## src/rtl/i2c_byte_master.sv

```systemverilog
// i2c_byte_master: byte-level I2C master with an Avalon-MM slave interface.
// Firmware issues START / WRITE / READ / STOP commands. The engine drives the
// open-drain SCL/SDA pads, samples ACK and read data, and waits while a slave
// stretches the clock.
//
// Ports:
//   clk, reset            system clock, synchronous active-high reset
//   address[1:0]          0 DATA (TX write / RX read), 1 CMD/STATUS, 2 PRESCALE
//   chipselect, write_n   Avalon write strobe is chipselect & ~write_n
//   writedata[7:0]        register write data
//   readdata[7:0]         registered read data, 1-cycle latency
//   scl_in, sda_in        sampled pad levels
//   scl_oe, sda_oe        1 = pull the line low, 0 = release it
module i2c_byte_master #(
    parameter logic [7:0] PRESCALE_INIT = 8'd124
) (
    input  logic       clk,
    input  logic       reset,
    input  logic [1:0] address,
    input  logic       chipselect,
    input  logic       write_n,
    input  logic [7:0] writedata,
    output logic [7:0] readdata,
    input  logic       scl_in,
    input  logic       sda_in,
    output logic       scl_oe,
    output logic       sda_oe
);

    typedef enum logic [1:0] {IDLE, START, BIT, STOP} state_t;

    state_t     state, state_nxt;
    logic [1:0] q;
    logic [7:0] cnt, qlen, prescale;
    logic [7:0] txdata, rxdata, tx_sh, rx_sh;
    logic [3:0] bitcnt;
    logic       f_stop, f_rw, f_rd, f_nack;
    logic       rx_nack;
    logic       scl_nxt, sda_nxt;

    logic wr_en, busy, cmd_go, hold, tick, last, sample;

    assign wr_en  = chipselect & ~write_n;
    assign busy   = (state != IDLE);
    assign cmd_go = wr_en && (address == 2'd1) && !busy;
    // A slave holds SCL low after we released it: freeze the quarter.
    assign hold   = ((q == 2'd1) || (q == 2'd2)) && !scl_oe && !scl_in;
    assign tick   = busy && !hold && (cnt == qlen);
    assign last   = tick && (q == 2'd3);
    assign sample = tick && (q == 2'd1) && (state == BIT);

    always_comb begin
        state_nxt = state;
        scl_nxt   = scl_oe;
        sda_nxt   = sda_oe;
        case (state)
            IDLE: begin
                if (cmd_go) begin
                    if (writedata[0])                     state_nxt = START;
                    else if (writedata[2] | writedata[3]) state_nxt = BIT;
                    else if (writedata[1])                state_nxt = STOP;
                end
            end
            START: begin
                case (q)
                    2'd0:    begin sda_nxt = 1'b0;                  end
                    2'd1:    begin scl_nxt = 1'b0; sda_nxt = 1'b0; end
                    2'd2:    begin scl_nxt = 1'b0; sda_nxt = 1'b1; end
                    default: begin scl_nxt = 1'b1; sda_nxt = 1'b1; end
                endcase
                if (last) state_nxt = f_rw ? BIT : (f_stop ? STOP : IDLE);
            end
            BIT: begin
                scl_nxt = (q == 2'd0) || (q == 2'd3);
                if (bitcnt == 4'd8) sda_nxt = f_rd ? ~f_nack : 1'b0;
                else                sda_nxt = f_rd ? 1'b0 : ~tx_sh[7];
                if (last && (bitcnt == 4'd8)) state_nxt = f_stop ? STOP : IDLE;
            end
            default: begin
                case (q)
                    2'd0:    begin scl_nxt = 1'b1; sda_nxt = 1'b1; end
                    2'd1:    begin scl_nxt = 1'b0; sda_nxt = 1'b1; end
                    default: begin scl_nxt = 1'b0; sda_nxt = 1'b0; end
                endcase
                if (last) state_nxt = IDLE;
            end
        endcase
    end

    always_ff @(posedge clk) begin
        if (reset) begin
            state    <= IDLE;
            q        <= '0;
            cnt      <= '0;
            qlen     <= '0;
            prescale <= PRESCALE_INIT;
            txdata   <= '0;
            rxdata   <= '0;
            tx_sh    <= '0;
            rx_sh    <= '0;
            bitcnt   <= '0;
            f_stop   <= 1'b0;
            f_rw     <= 1'b0;
            f_rd     <= 1'b0;
            f_nack   <= 1'b0;
            rx_nack  <= 1'b0;
            scl_oe   <= 1'b0;
            sda_oe   <= 1'b0;
            readdata <= '0;
        end else begin
            state  <= state_nxt;
            scl_oe <= scl_nxt;
            sda_oe <= sda_nxt;

            if (wr_en && (address == 2'd0)) txdata   <= writedata;
            if (wr_en && (address == 2'd2)) prescale <= writedata;

            if (cmd_go) begin
                f_stop <= writedata[1];
                f_rw   <= writedata[2] | writedata[3];
                f_rd   <= writedata[3] & ~writedata[2];
                f_nack <= writedata[4];
                tx_sh  <= txdata;
                cnt    <= '0;
                q      <= '0;
                qlen   <= prescale;
                bitcnt <= '0;
            end else if (busy) begin
                // Quarter length is latched per quarter so PRESCALE writes
                // apply from the next quarter boundary.
                if (tick) begin
                    cnt  <= '0;
                    q    <= q + 2'd1;
                    qlen <= prescale;
                end else if (!hold) begin
                    cnt <= cnt + 8'd1;
                end
                if (sample) begin
                    if (bitcnt == 4'd8) begin
                        if (!f_rd) rx_nack <= sda_in;
                    end else begin
                        rx_sh <= {rx_sh[6:0], sda_in};
                        if (f_rd && (bitcnt == 4'd7)) rxdata <= {rx_sh[6:0], sda_in};
                    end
                end
                if (last && (state == BIT)) begin
                    bitcnt <= (bitcnt == 4'd8) ? 4'd0 : bitcnt + 4'd1;
                    tx_sh  <= {tx_sh[6:0], 1'b0};
                end
            end

            case (address)
                2'd0:    readdata <= rxdata;
                2'd1:    readdata <= {6'b0, rx_nack, busy};
                2'd2:    readdata <= prescale;
                default: readdata <= '0;
            endcase
        end
    end

endmodule

```

## config.mk

```make
export PLATFORM = sky130hd
export DESIGN_NAME = i2c_byte_master
export DESIGN_NICKNAME = d
export VERILOG_FILES = /design/src/rtl/i2c_byte_master.sv
export SDC_FILE = /design/constraint.sdc
export NUM_CORES = 1
export LEC_CHECK = 0
export ABC_AREA = 1
export BUFFER_PORTS_ARGS = -buffer_cell sky130_fd_sc_hd__buf_2
export CAP_MARGIN = 5
export CORE_ASPECT_RATIO = 0.8
export CORE_MARGIN = 5
export CORE_UTILIZATION = 45
export DETAILED_ROUTE_END_ITERATION = 8
export GPL_ROUTABILITY_DRIVEN = 0
export PLACE_DENSITY = 0.61
export SLEW_MARGIN = 20
export SYNTH_ARGS = -nofsm -noshare
export SYNTH_HDL_FRONTEND = slang
export SYNTH_SLANG_ARGS = --single-unit
```

## constraint.sdc

```tcl
create_clock -name clk -period 2.8 [get_ports clk]
set_input_delay 0.56 -clock clk [delete_from_list [all_inputs] [get_ports clk]]
set_output_delay 0.56 -clock clk [all_outputs]
set_load 0.1 [all_outputs]
```

[Yosys cells after proc, flatten, opt, wreduce, memory -nomap -nowiden]
Index checks and enable logic that the tools add are counted.
Storage, ports and cells
  memory bits (read-only): 0
  memories kept: 0
  memory bits (writable): 0
  register bits: 78
  bits in latches: 0
  output and inout bits: 10
Operators by class
  $lt $le $gt $ge: 0
  muxes and demuxes: 29
  bitwise logic cells: 11
  shift operators: 0
  equality and inequality tests: 16
  reduce and logical (&&, ||, !) cells: 41
  div/mod/pow operators: 0
  multiply operators: 0
  add/sub/neg operators: 3
Operators by type and width (number)
  $mux 8: 8
  $pmux 8 s3: 1
  $mux 2: 9
  $reduce_and 5->1: 3
  $logic_and 1x1->1: 14
  $reduce_and 2->1: 6
  $add 8x1->8 const B: 1
  $eq 2x2->1 const B: 4
  $eq 8x8->1: 1
  $not 1->1: 8
  $reduce_bool 2->1: 4
  $eq 2x1->1 const B: 3
  $logic_not 2->1: 3
  $mux 1: 6
  $ne 2x2->1 const B: 3
  $pmux 1 s3: 2
  $pmux 2 s3: 1
  $reduce_or 2->1: 3
  $add 4x1->4 const B: 1
  $eq 4x3->1 const B: 1
  $eq 4x4->1 const B: 1
  $logic_not 1->1: 4
  $mux 4: 1
  $ne 2x1->1 const B: 2
  8 further kinds: 10

[Longest topological paths before layout]
  depth after elaboration: 12
  mapped depth: 14
  gate-level depth less buffers: 13

[Worst setup path before layout]
No wires, ideal clock.
  kind: register to register
  from: reg scl_oe
  to: reg tx_sh[1]
  setup time: 113 ps
  path slack: 632 ps
  period minus slack after synthesis: 2168 ps
  data required time: 2687 ps
  data arrival time: 2055 ps
  stages on the path, launching flop included: 12
  cells stage by stage: dfxtp_1 > nand3b_1 > nand2_1 > nor2_1 > nand2_4 > inv_4 > nand3_4 > nand2_4 > buf_12 > nand2_1 > nand2_1 > nor2_1
Between the ends
  cells in the longest elaborated chain, start to end: 10
RTL lines
  start, declared: RTL line 26  | output logic scl_oe,
  start signal, assigned: RTL line 112  | scl_oe <= scl_nxt;
  $logic_not 1->1: RTL line 47  | assign hold = ((q == 2'd1) || (q == 2'd2)) && !scl_oe && !scl_in;
  $logic_and 1x1->1 (2 in series): RTL line 47
  $logic_not 1->1
  $logic_and 1x1->1 (2 in series): RTL line 48  | assign tick = busy && !hold && (cnt == qlen);
  $logic_and 1x1->1: RTL line 49  | assign last = tick && (q == 2'd3);
  $logic_and 1x1->1: RTL line 146  | if (last && (state == BIT)) begin
  $reduce_bool 2->1 (no source line)
  $reduce_and 2->1 (no source line)
  end signal, assigned: RTL line 123  | tx_sh <= txdata;
  end signal, assigned: RTL line 148  | tx_sh <= {tx_sh[6:0], 1'b0};
  end, declared: RTL line 35  | logic [7:0] txdata, rxdata, tx_sh, rx_sh;
No other way between the ends.
A chain may end at the register's enable or synchronous reset.

[Worst setup path in the final report]
  from: reg q[0]
  to: reg rx_sh[0]
Between the ends
  cells in the longest elaborated chain, start to end: 10
  elaborated cells on any way between the ends: 11
  those cells by class: 2 x eq/ne; 9 x reduce/logical
RTL lines
  start, declared: RTL line 33  | logic [1:0] q;
  start signal, assigned: RTL line 133  | q <= q + 2'd1;
  $eq 2x1->1 / $eq 2x2->1 (equally long branches): RTL line 47, 50
  $logic_or 1x1->1: RTL line 47
  $logic_and 1x1->1 (2 in series): RTL line 47
  $logic_not 1->1
  $logic_and 1x1->1 (2 in series): RTL line 48
  $logic_and 1x1->1 (*) (2 in series): RTL line 50  | assign sample = tick && (q == 2'd1) && (state == BIT);
  $reduce_and 4->1 (no source line) (*)
  end signal, assigned: RTL line 142  | rx_sh <= {rx_sh[6:0], sda_in};
  end, declared: RTL line 35
Every way passes the cells marked *; elsewhere a longest branch is shown, timed or not.

==> results.py <==
metrics = {
    "min_path": {
        "hold-path-cell-count": 2,
        "hp-start": "rx_sh[4]",
        "hp-class": "flip-flop to flip-flop",
        "hold_end": "rx_sh[4]",
    },
    "pwr": {
        "p_int_uw": 1700,
        "seqPwrFrac_pct": 49.8,
        "netSwitchingFraction_pct": 27.7,
        "leakage_uw": 0.00177,
        "power_density_nw_per_um2": 589,
        "pwr-share-comb_pct": 11.9,
        "power_switching_uw": 651,
        "clkPwrFrac_pct": 38.3,
        "peakVddDrop_mv": 0.275,
    },
    "synth": {
        "synthArstFlopShare_pct": 0,
        "seq_area_frac_synth_pct": 44.0,
        "synth_top_area_share_pct": 44.0,
        "synth-edff-count": 0,
        "synth_area_leaders": "dfxtp_1, nand2_1, nor2_1",
        "synth_top_area_cell": "dfxtp_1",
        "synth_area_sq_um": 3550,
        "synthCells": 495,
        "ys_types": 36,
        "synth_fp_nets": 521,
        "synth-seq-cells": 78,
        "avgSynthCellArea_sq_um": 7.17,
        "yosysWarningCount": 0,
        "ys.flop_type": "dfxtp_1",
    },
    "final_layout": {
        "final_util_pct": 51.2,
        "drive_gt1_share_pct": 10.9,
        "diodes": 0,
        "layout.cells.non_filler": 638,
        "final_common_cell": "nand2_1",
        "area_growth_pct": 12.5,
        "design_area_sq_um": 3990,
        "fin_nets": 551,
        "fillers": 777,
        "layout_common_cells": "nand2_1, dfxtp_1, nor2_1, inv_1, o21ai_0",
    },
    "detailed_routing": {
        "vias_per_cell": 4.78,
        "dr.pass1.iters": 4,
        "postRouteAntennaNets": 0,
        "vias": 3047,
        "wl_um": 7880,
        "first_iter_violations": 145,
        "drc": 0,
        "drt-wirelength-per-cell_um": 12.3,
    },
    "worst_setup_path": {
        "r2r_end": "rx_sh[0]",
        "r2r_slack_ps": 300,
        "arrival_ps": 2710,
        "criticalPathCategory": "flip-flop to flip-flop",
        "timing.rr.start": "q[0]",
        "end_kind": "flip-flop",
        "crit_fanout": 21,
        "critPathRequiredTime_ps": 3010,
        "worstSetupStartpointType": "flip-flop",
        "cp_cell_sequence": "inv_1, ha_1, nand3b_1, nand2_1, nor2_1, nand2_4, inv_4, nand3_1, o21ai_0, a21oi_1",
        "cpPeakStageDelay_ps": 480,
        "worstRegToRegCells": 10,
        "worst_path_max_delay_cell": "nand3_1",
    },
    "clocking": {
        "clkTransAtPathRegs_ps": 90,
        "cts_setup_buffers": 0,
        "root_buffer": "clkbuf_8",
        "clkSinkCount": 78,
        "insertion_delay_ps": 350,
        "numCtsBuffers": 9,
        "cts_resized": 0,
        "htreeDepth": 3,
        "clk_path_buf_depth": 2,
        "cts_hold_buffers": 0,
        "cts_tree": "yes",
    },
    "die": {
        "die_y_um": 89.4,
        "core-area_sq_um": 7800,
        "start_util_pct": 45.5,
        "die-area_sq_um": 9770,
        "ios": 26,
        "die_x_um": 109,
        "rows": 29,
    },
    "placed_design": {
        "hpwl_um": 5630,
        "dpl.cell_count": 622,
        "placed_area_sq_um": 3780,
        "portBuffers": 25,
    },
    "timing": {
        "timing.final.crit_share_pct": 89.3,
        "totalNegativeSetupSlack_ps": 0,
        "relSlewSlack_pct": 54.4,
        "final_max_slew_viol_count": 0,
        "max_freq_ghz": 0.400,
        "skew_ps": 13.0,
        "setup_viol": 0,
        "post-route-min-period_ps": 2500,
        "worst_slew_pin_slew_ps": 683,
        "rsz0062_at_grt": "no",
        "whs_ps": 462,
        "final-hold-violation-count": 0,
    },
    "global_routing": {
        "grt_pass1_wl_um": 13800,
        "grt-busiest-layer": "met2",
        "grtUsageMet1_pct": 24.6,
        "use_met3_pct": 5.27,
        "met2_usage_pct": 28.1,
        "antenna_found_initial": 0,
        "grt_pass1_vias": 2947,
        "grt_max_degree": 56,
        "grt_overflow": 0,
        "grt_use_total_pct": 17.8,
    },
    "run": {
        "maxCapViolCount": 0,
    },
    "run_status": {
        "outcome": "complete, no violations",
    },
}
[sequential cells by signal, indices dropped and copies added, names as in the netlist, 7 cells and up]
name and cells:
qlen 8, txdata 8, cnt 8, rxdata 8
tx_sh 8, prescale 8, rx_sh 7, readdata 8
[cell usage after synthesis (all sizes together), types with 5 or more instances]
master,number
nand2,114
ha,10
nor3,12
dfxtp,78
buf,6
nor2,79
a21oi,38
o21ai,40
clkbuf,5
mux2i,6
inv,63
nand3,22
nand4,5
[kinds of logic (layout without fill, tap and decap cells)]
| group | Yosys count | in the layout | synth area share [%] |
|---|---|---|---|
| flip-flops | 78 | 78 | 44.0 |
| multiplexers | 6 | 6 | 1.69 |
| XOR/XNOR | 4 | 4 | 0.987 |
| adder cells (fa/ha/maj) | 10 | 10 | 3.53 |
| buffers and inverters | 76 | 111 | 8.92 |
| AO/OA/AOI/OAI | 83 | 83 | 12.3 |
| AND/OR/NAND/NOR | 238 | 238 | 28.6 |
[area by class of cell]
type                    instances  area, sq um  share of cell area, %
multi-input cells             341         1670                   41.8
well taps                     108          135                   3.38
flip-flops and latches         78         1560                   39.1
clock buffers                  11          151                   3.79
repair buffers                 30          163                   4.07
clock inverters                 5         65.1                   1.63
inverters                      65          246                   6.17
[how the worst max path moves through the flow]
stage / from / endpoint / slack [ps] / cells past startpoint
after global placement: state[0] / rx_sh[2] / 420 / 10
after floorplan: scl_oe / tx_sh[1] / 630 / 11
after detailed placement: q[0] / rx_sh[1] / 300 / 10
after CTS: q[0] / rx_sh[1] / 290 / 10
after global routing: state[0] / rx_sh[0] / 30 / 10
final: q[0] / rx_sh[0] / 300 / 10
[power groups by stage]
| stage | logic (uW) | clock network, uW | registers, uW |
|---|---|---|---|
| floorplan | 169 | 0 | 1240 |
| global placement | 276 | 0 | 1200 |
| detailed placement | 280 | 0 | 1200 |
| CTS | 281 | 928 | 1170 |
| global route | 312 | 979 | 1180 |
| finish | 280 | 900 | 1170 |
[worst max-delay path, delay by kind of cell, from the launching register on]
family                   cells  cell delay, ps
AND/OR/NAND/NOR              5            1010
flip-flops                   1             390
buffers and inverters        2             200
AO/OA/AOI/OAI                2             420
adder cells (fa/ha/maj)      1             350
[per-layer routing]
metal	vias to the layer above	share of wire (%)
met5	-	0
met4	0	1.1
met3	8	4.3
met2	46	43
met1	1358	51
li1	1635	-
[through the flow]
step           total power (uW)  setup slack, ps
2_1_floorplan              1410              632
3_3_place_gp               1470              415
4_1_cts                    2380              291
5_1_grt                    2470             26.3
6_report                   2350              301
3_5_place_dp               1480              296
(Power assumes the default switching activity.)
